--- config.mk ---
export PLATFORM = sky130hd
export DESIGN_NAME = mem_wr_router
export DESIGN_NICKNAME = d
export VERILOG_FILES = /design/src/rtl/mem_wr_router_pkg.sv /design/src/rtl/mem_wr_router.sv
export SDC_FILE = /design/constraint.sdc
export NUM_CORES = 1
export LEC_CHECK = 0
export CAP_MARGIN = 20
export CORE_MARGIN = 10
export CORE_UTILIZATION = 52
export CTS_BUF_LIST = sky130_fd_sc_hd__clkbuf_8
export CTS_CLUSTER_DIAMETER = 200
export DETAILED_ROUTE_END_ITERATION = 10
export GPL_TIMING_DRIVEN = 0
export PLACE_DENSITY_LB_ADDON = 0.15
export SLEW_MARGIN = 40
export SYNTH_ARGS = -nofsm -noshare
export SYNTH_HDL_FRONTEND = slang
export SYNTH_SLANG_ARGS = --single-unit
--- constraint.sdc ---
create_clock -name CLK -period 2.4 [get_ports CLK]
set_input_delay 0.72 -clock CLK [delete_from_list [all_inputs] [get_ports CLK]]
set_output_delay 0.72 -clock CLK [all_outputs]
set_load 0.1 [all_outputs]
--- src/rtl/mem_wr_router_pkg.sv ---
// Shared constants for the CPU write router: BRAM select codes, the
// duty-table region bit and the controller addresses that are snooped.
package mem_wr_router_pkg;

    typedef enum logic [1:0] {
        BRAM_SELECT_CONTROLLER = 2'd0,
        BRAM_SELECT_MOD        = 2'd1,
        BRAM_SELECT_NORMAL     = 2'd2,
        BRAM_SELECT_STM        = 2'd3
    } bram_sel_t;

    // Controller word-address bit that diverts a write into the duty table
    localparam int ADDR_DUTY_TABLE_REGION_BIT = 13;

    // Controller registers whose writes steer later data writes
    localparam logic [13:0] ADDR_MOD_MEM_WR_SEGMENT = 14'h0020;
    localparam logic [13:0] ADDR_STM_MEM_WR_SEGMENT = 14'h0050;
    localparam logic [13:0] ADDR_STM_MEM_WR_PAGE    = 14'h0058;
    localparam logic [13:0] ADDR_DUTY_TABLE_WR_PAGE = 14'h0060;

    // Bit positions of the one-hot write target carried through the pipeline
    localparam int TGT_CTL    = 0;
    localparam int TGT_DUTY   = 1;
    localparam int TGT_MOD    = 2;
    localparam int TGT_NORMAL = 3;
    localparam int TGT_STM    = 4;
    localparam int TGT_COUNT  = 5;

endpackage

--- src/rtl/mem_wr_router.sv ---
// Two-stage CPU write router. Stage 1 decodes the target and updates the
// snooped segment/page registers; stage 2 forms the full BRAM address from
// those (already updated) registers, so a write issued right after a
// segment/page write lands in the new segment/page.
module mem_wr_router
    import mem_wr_router_pkg::*;
#(
    parameter int STM_PAGE_WIDTH  = 5,
    parameter int DUTY_PAGE_WIDTH = 2
) (
    input  logic                          CLK,
    input  logic                          RST,
    input  logic                          WE,
    input  logic [15:0]                   ADDR,
    input  logic [15:0]                   DIN,
    output logic                          CTL_WE,
    output logic [13:0]                   CTL_ADDR,
    output logic [15:0]                   CTL_DOUT,
    output logic                          DUTY_WE,
    output logic [DUTY_PAGE_WIDTH+12:0]   DUTY_ADDR,
    output logic [15:0]                   DUTY_DOUT,
    output logic                          MOD_WE,
    output logic [14:0]                   MOD_ADDR,
    output logic [15:0]                   MOD_DOUT,
    output logic                          NORMAL_WE,
    output logic [13:0]                   NORMAL_ADDR,
    output logic [15:0]                   NORMAL_DOUT,
    output logic                          STM_WE,
    output logic [STM_PAGE_WIDTH+14:0]    STM_ADDR,
    output logic [15:0]                   STM_DOUT,
    output logic                          MOD_SEG,
    output logic                          STM_SEG,
    output logic [STM_PAGE_WIDTH-1:0]     STM_PAGE,
    output logic [DUTY_PAGE_WIDTH-1:0]    DUTY_PAGE
);

    bram_sel_t                  sel_s;
    logic [TGT_COUNT-1:0]       tgt_s;
    logic                       ctl_reg_wr_s;

    logic [TGT_COUNT-1:0]       s1_tgt_r;
    logic [13:0]                s1_addr_r;
    logic [15:0]                s1_din_r;

    logic                       mod_seg_r;
    logic                       stm_seg_r;
    logic [STM_PAGE_WIDTH-1:0]  stm_page_r;
    logic [DUTY_PAGE_WIDTH-1:0] duty_page_r;

    logic                       ctl_we_r;
    logic [13:0]                ctl_addr_r;
    logic [15:0]                ctl_dout_r;
    logic                       duty_we_r;
    logic [DUTY_PAGE_WIDTH+12:0] duty_addr_r;
    logic [15:0]                duty_dout_r;
    logic                       mod_we_r;
    logic [14:0]                mod_addr_r;
    logic [15:0]                mod_dout_r;
    logic                       normal_we_r;
    logic [13:0]                normal_addr_r;
    logic [15:0]                normal_dout_r;
    logic                       stm_we_r;
    logic [STM_PAGE_WIDTH+14:0] stm_addr_r;
    logic [15:0]                stm_dout_r;

    // Decode the incoming write into a one-hot target (all zero when idle)
    always_comb begin
        tgt_s        = '0;
        ctl_reg_wr_s = 1'b0;
        sel_s        = bram_sel_t'(ADDR[15:14]);
        if (WE) begin
            case (sel_s)
                BRAM_SELECT_CONTROLLER: begin
                    if (ADDR[ADDR_DUTY_TABLE_REGION_BIT]) begin
                        tgt_s[TGT_DUTY] = 1'b1;
                    end else begin
                        tgt_s[TGT_CTL] = 1'b1;
                        ctl_reg_wr_s   = 1'b1;
                    end
                end
                BRAM_SELECT_MOD:    tgt_s[TGT_MOD]    = 1'b1;
                BRAM_SELECT_NORMAL: tgt_s[TGT_NORMAL] = 1'b1;
                BRAM_SELECT_STM:    tgt_s[TGT_STM]    = 1'b1;
                default:            tgt_s             = '0;
            endcase
        end else begin
            tgt_s = '0;
        end
    end

    // Stage 1: capture the write and update snooped segment/page registers
    always_ff @(posedge CLK) begin
        if (RST) begin
            s1_tgt_r    <= '0;
            s1_addr_r   <= 14'h0000;
            s1_din_r    <= 16'h0000;
            mod_seg_r   <= 1'b0;
            stm_seg_r   <= 1'b0;
            stm_page_r  <= '0;
            duty_page_r <= '0;
        end else begin
            s1_tgt_r  <= tgt_s;
            s1_addr_r <= ADDR[13:0];
            s1_din_r  <= DIN;
            if (ctl_reg_wr_s && (ADDR[13:0] == ADDR_MOD_MEM_WR_SEGMENT)) begin
                mod_seg_r <= DIN[0];
            end
            if (ctl_reg_wr_s && (ADDR[13:0] == ADDR_STM_MEM_WR_SEGMENT)) begin
                stm_seg_r <= DIN[0];
            end
            if (ctl_reg_wr_s && (ADDR[13:0] == ADDR_STM_MEM_WR_PAGE)) begin
                stm_page_r <= DIN[STM_PAGE_WIDTH-1:0];
            end
            if (ctl_reg_wr_s && (ADDR[13:0] == ADDR_DUTY_TABLE_WR_PAGE)) begin
                duty_page_r <= DIN[DUTY_PAGE_WIDTH-1:0];
            end
        end
    end

    // Stage 2: pulse the target strobe and form its full address; address
    // and data of idle targets hold their last value
    always_ff @(posedge CLK) begin
        if (RST) begin
            ctl_we_r      <= 1'b0;
            ctl_addr_r    <= 14'h0000;
            ctl_dout_r    <= 16'h0000;
            duty_we_r     <= 1'b0;
            duty_addr_r   <= '0;
            duty_dout_r   <= 16'h0000;
            mod_we_r      <= 1'b0;
            mod_addr_r    <= 15'h0000;
            mod_dout_r    <= 16'h0000;
            normal_we_r   <= 1'b0;
            normal_addr_r <= 14'h0000;
            normal_dout_r <= 16'h0000;
            stm_we_r      <= 1'b0;
            stm_addr_r    <= '0;
            stm_dout_r    <= 16'h0000;
        end else begin
            ctl_we_r    <= s1_tgt_r[TGT_CTL];
            duty_we_r   <= s1_tgt_r[TGT_DUTY];
            mod_we_r    <= s1_tgt_r[TGT_MOD];
            normal_we_r <= s1_tgt_r[TGT_NORMAL];
            stm_we_r    <= s1_tgt_r[TGT_STM];
            if (s1_tgt_r[TGT_CTL]) begin
                ctl_addr_r <= s1_addr_r;
                ctl_dout_r <= s1_din_r;
            end
            if (s1_tgt_r[TGT_DUTY]) begin
                duty_addr_r <= {duty_page_r, s1_addr_r[12:0]};
                duty_dout_r <= s1_din_r;
            end
            if (s1_tgt_r[TGT_MOD]) begin
                mod_addr_r <= {mod_seg_r, s1_addr_r};
                mod_dout_r <= s1_din_r;
            end
            if (s1_tgt_r[TGT_NORMAL]) begin
                normal_addr_r <= s1_addr_r;
                normal_dout_r <= s1_din_r;
            end
            if (s1_tgt_r[TGT_STM]) begin
                stm_addr_r <= {stm_seg_r, stm_page_r, s1_addr_r};
                stm_dout_r <= s1_din_r;
            end
        end
    end

    assign CTL_WE      = ctl_we_r;
    assign CTL_ADDR    = ctl_addr_r;
    assign CTL_DOUT    = ctl_dout_r;
    assign DUTY_WE     = duty_we_r;
    assign DUTY_ADDR   = duty_addr_r;
    assign DUTY_DOUT   = duty_dout_r;
    assign MOD_WE      = mod_we_r;
    assign MOD_ADDR    = mod_addr_r;
    assign MOD_DOUT    = mod_dout_r;
    assign NORMAL_WE   = normal_we_r;
    assign NORMAL_ADDR = normal_addr_r;
    assign NORMAL_DOUT = normal_dout_r;
    assign STM_WE      = stm_we_r;
    assign STM_ADDR    = stm_addr_r;
    assign STM_DOUT    = stm_dout_r;
    assign MOD_SEG     = mod_seg_r;
    assign STM_SEG     = stm_seg_r;
    assign STM_PAGE    = stm_page_r;
    assign DUTY_PAGE   = duty_page_r;

endmodule

==> metrics.txt, run 1 <==
final setup fails=0; first-pass GRT wire length=31100 um; Post-Syn Nets=676; Tot GR Track Use=0.211; drt first pass iters=6; GRT overflow=0; mux contribution to synthesized area=0.240; critical path peak fanout=10; Clock Tree Root=clkbuf_8; RePlAce Congestion=0.827; Mapped Cells=641; simple logic cell fraction of the synthesized area=0.145; Max Buffers Root-to-Sink=3; period utilization=0.881; Pleak=0.00407 uW; Setup crit end kind=flip-flop; fin nets=918; clock sink count=207; Final HPWL DP=14900 um; Vias/cell=4.91; Post-Synth Adder-Cell Area=0; setup repair bufs after CTS=0; Via Count=5296; compound-cell area share of the yosys netlist=0; Die H=137 um; xor/xnor share of the synthesized area=0; Initial Util=0.531; PwrDens=759 nW/um^2; initial antenna violation count=0; final instance area=9120 um^2; vias in the first global route=5665; Ports=207; Arr. time, crit path=2460 ps; layout cell share with drive strength beyond 1=0.282; main combinational cell family by area after synthesis=multiplexers; clock latency on the worst-skew pair=480 ps; max-cap check violation count=0; Ys Warns=0; Final ANT Viol Nets=0; fin crit period=2120 ps; Initial DRC Count=211; H-tree Lvls=2; Core Util, Final=0.686; ANT cells=0; Core ar.=13300 um^2; Final Hold Fails=0; syn_area_per_cell=11.0 um^2; RSZ-0062 raised after global routing=false; synth-to-layout area growth=29.1%; Critical Path RT=2740 ps; Highest Clock Rate=473 MHz; crit path kind=input pin to flip-flop; Peak VDD IR=0.000530 V; status=finished, final reports clean; Seq/Total Area, Yosys=0.587; total CTS buffers=34; clock skew=13.0 ps; Syn Std Cell Area=7060 um^2; max-slew violations=0; final routed DRC violation total=0; Placed Instance Area=8480 um^2; Unique masters post-synth=20; CP Launch Type=input pin; Clock transition at path regs=60 ps; max_slew headroom=0.539; Buffers on Ports=206; CTS resizes=0; largest net degree at the start of global routing=11; hold_buf cts=0; CTS tree=built; Hold WC Path Type=flip-flop to flip-flop; worst-margin pin slew=692 ps; DRT Wirelength=19900 um; register bit count reported by yosys=207; Die X-Extent=137 um; Core Rows=42; die footprint=18600 um^2; routed len/inst=18.5 um
==> sequential cells by signal (all words and copies together) (netlist names), 2 cells and up <==
signal       flops
DUTY_DOUT       16
NORMAL_ADDR     14
NORMAL_DOUT     16
s1_din_r        16
DUTY_PAGE        2
CTL_DOUT        16
s1_addr_r       14
STM_ADDR        20
DUTY_ADDR       15
MOD_ADDR        15
STM_PAGE         5
STM_DOUT        16
s1_tgt_r         5
MOD_DOUT        16
CTL_ADDR        14
==> stage by stage <==
stage	std cells	setup WS, ps	hold WS (ps)	TNS (ps)	power (uW)
final	1079	284	488	0	6920
after global routing	1079	182	509	0	7170
after CTS	1079	114	492	0	6980
after detailed placement	1023	-391	477	-38790	4140
after global placement	1023	-364	473	-35180	4150
after floorplan	641	660	509	0	3970
==> worst max-delay path, stage by stage <==
cell	delay, ps
clkdlybuf4s50_1	590
clkbuf_1	430
clkbuf_1	590
nor2b_1	120
==> synth_stat cells, drive strengths merged <==
library cell  instances  area share
dfxtp               207        0.59
mux2i               162        0.23
nor2                162       0.086
nor2b                39       0.035
buf                  29       0.021
clkbuf               13      0.0069
nand2b                6      0.0053
mux2                  5       0.010
nand2                 5      0.0037
nor4                  3      0.0044
and3                  2      0.0018
and4                  2      0.0028
inv                   2      0.0011
nor4bb                2      0.0028
and3b                 1      0.0012
nor4b                 1      0.0021
==> cell type report <==
cell class | count | area, um^2
fill | 1050 | 4180
buffer | 42 | 195
multi-input combinational | 390 | 2720
sequential | 207 | 4140
clock buffer | 39 | 537
timing repair buffer | 206 | 1200
inverter | 2 | 7.51
tap | 176 | 220
clock inverter | 17 | 95.1
==> layer usage <==
layer	share of wire	vias up	routed length (um)	GRT usage
met4	0.017	0	347	0.0645
met2	0.47	175	9450	0.342
met3	0.098	25	1960	0.0821
li1	-	2595	-	-
met5	0	-	0	0
met1	0.41	2501	8190	0.252
==> layout by cell type (no fill, tap or decap), types with 6 or more instances in the layout <==
master | synthesis | routed
clkdlybuf4s50_1 | 0 | 34
clkbuf_1 | 13 | 12
nand2b_1 | 6 | 6
dfxtp_1 | 207 | 207
inv_1 | 2 | 14
clkbuf_8 | 0 | 39
nor2_1 | 162 | 162
nor2b_1 | 39 | 39
buf_2 | 29 | 201
mux2i_1 | 162 | 162
==> logic make-up after synthesis <==
kind of cell / after synthesis
flip-flops: 207
multiplexers: 167
buffers and inverters: 44
AND/OR/NAND/NOR: 223
==> final timing paths <==
kind | from | endpoint | slack [ps] | cells after the start
min reg2reg | NORMAL_ADDR[0] | NORMAL_ADDR[0] | 490 | 2
max | RST | s1_din_r[8] | 280 | 4
max reg2reg | s1_tgt_r[4] | STM_DOUT[13] | 970 | 4
min | NORMAL_ADDR[0] | NORMAL_ADDR[0] | 490 | 2
==> power by group <==
part           total [uW]  internal (uW)  switching (uW)
combinational         510            146             364
sequential           3550           3490            57.1
clock                2860           1580            1280
Note: power is estimated with default switching activity, not from simulation.
==> run 2, diff against run 1 <==
CORE_MARGIN = 5   (was 10)
PLACE_DENSITY_LB_ADDON = 0.1   (was 0.15)
==> run 2 against run 1 <==
Effect of this change:
- count of clock-buffer cells in the layout is 1 higher
- sequential share of layout area shrank 0.093 points
- setup slack got worse by 64 ps
- via count about the same
- cell area up 0.21%
==> metrics.txt, run 2 (synthesis results as in run 1) <==
most frequent cells in the layout=dfxtp_1, buf_2, mux2i_1, nor2_1, clkbuf_8; Initial DRC Count=294; Hold Path Depth=2; Fin Hold WS=490 ps; Fillers=1030; Via Count=5298; register area=4140 um^2; Hold Crit Endpoint=DUTY_DOUT[13]; commonest non-fill, non-tap cell in the layout=dfxtp_1; routed len/inst=17.5 um; Critical Path RT=2830 ps; DRT Wirelength=18900 um; max-slew violations=0; synth-to-layout area growth=29.4%; Placed Instance Area=8480 um^2; final setup fails=0; Core Rows=42; Clock Tree Root=clkbuf_8; Arr. time, crit path=2610 ps; Core ar.=13300 um^2; period utilization=0.908; crit path kind=input pin to flip-flop; fin nets=915; Die H=127 um; RSZ-0062 raised after global routing=false; Buffers on Ports=206; Setup crit end kind=flip-flop; worst-margin pin slew=647 ps; worst r2r src=s1_tgt_r[4]; critical path peak fanout=10; CP Launch Type=input pin; total CTS buffers=31; PwrDens=763 nW/um^2; layout cell share with drive strength beyond 1=0.289; Vias/cell=4.91; Max Buffers Root-to-Sink=3; Peak VDD IR=0.000461 V; max-cap check violation count=0; status=finished, final reports clean; Core Util, Final=0.687; Clock transition at path regs=70 ps; Die X-Extent=127 um; final instance area=9140 um^2; CTS tree=built; Highest Clock Rate=459 MHz; drt first pass iters=4; Initial Util=0.531; Final HPWL DP=14000 um; hold_buf cts=0; R2R depth=4; max_slew headroom=0.569; CTS resizes=0; RePlAce Congestion=0.805; Final ANT Viol Nets=0; area of the multi-input gates=2720 um^2; H-tree Lvls=1; clock skew=11.0 ps; largest net degree at the start of global routing=15; clock latency on the worst-skew pair=550 ps; hold path start=DUTY_DOUT[13]; first-pass GRT wire length=29400 um; Pleak=0.00406 uW; fin crit period=2180 ps; final routed DRC violation total=0; setup repair bufs after CTS=0; GRT overflow=0; Reg-to-Reg End=STM_DOUT[6]; die footprint=16000 um^2; initial antenna violation count=0; number of flip-flops in the largest register=20; Ports=207; R2R Setup Slk=990 ps; clock sink count=207; vias in the first global route=5504; Tot GR Track Use=0.227; Final Hold Fails=0; ANT cells=0; Hold WC Path Type=flip-flop to flip-flop
-- run 2: where the power goes --
part	switching (uW)	total (uW)	internal, uW
clock	1310	2920	1610
sequential	58.6	3550	3490
combinational	360	506	146
total	1730	6970	5240
-- run 2: worst max path at each step --
| stage | from | end | slack [ps] |
|---|---|---|---|
| 5_1_grt | RST | DUTY_DOUT[4] | 60 |
| 4_1_cts | RST | DUTY_DOUT[4] | 220 |
| 3_5_place_dp | RST | DUTY_DOUT[4] | -350 |
| 2_1_floorplan | ADDR[1] | STM_PAGE[1] | 660 |
| 6_report | RST | DUTY_DOUT[4] | 220 |
| 3_3_place_gp | RST | DUTY_DOUT[3] | -360 |
-- run 2: metrics by stage --
stage               instances  setup slack (ps)  setup TNS (ps)  power, uW
global route             1079              57.3               0       7240
global placement         1023              -357          -35340       4150
floorplan                 641               660               0       3970
CTS                      1079               220               0       7030
finish                   1079               220               0       6970
detailed placement       1023              -354          -36210       4130
-- run 2: critical path, stage by stage --
cell and delay (ps):
clkdlybuf4s50_1 640, clkbuf_1 370, clkbuf_1 420, buf_2 370, nor2_1 90
-- run 2: cell type report --
class | count | area share
Buffer | 42 | 0.0212
Clock buffer | 40 | 0.0603
Clock inverter | 16 | 0.0111
Inverter | 2 | 0.000822
Multi-Input combinational cell | 390 | 0.297
Sequential cell | 207 | 0.454
Tap cell | 176 | 0.0241
Timing Repair Buffer | 206 | 0.131
-- run 2: per-layer routing --
metal  GRT usage  vias to the layer above  wire length [um]  share of wire
met5           0                        -                 0              0
met4      0.0606                        0               372          0.020
met3      0.0723                       28              1710          0.091
met2       0.386                      191              9060           0.48
met1       0.280                     2496              7730           0.41
li1            -                     2583                 -              -
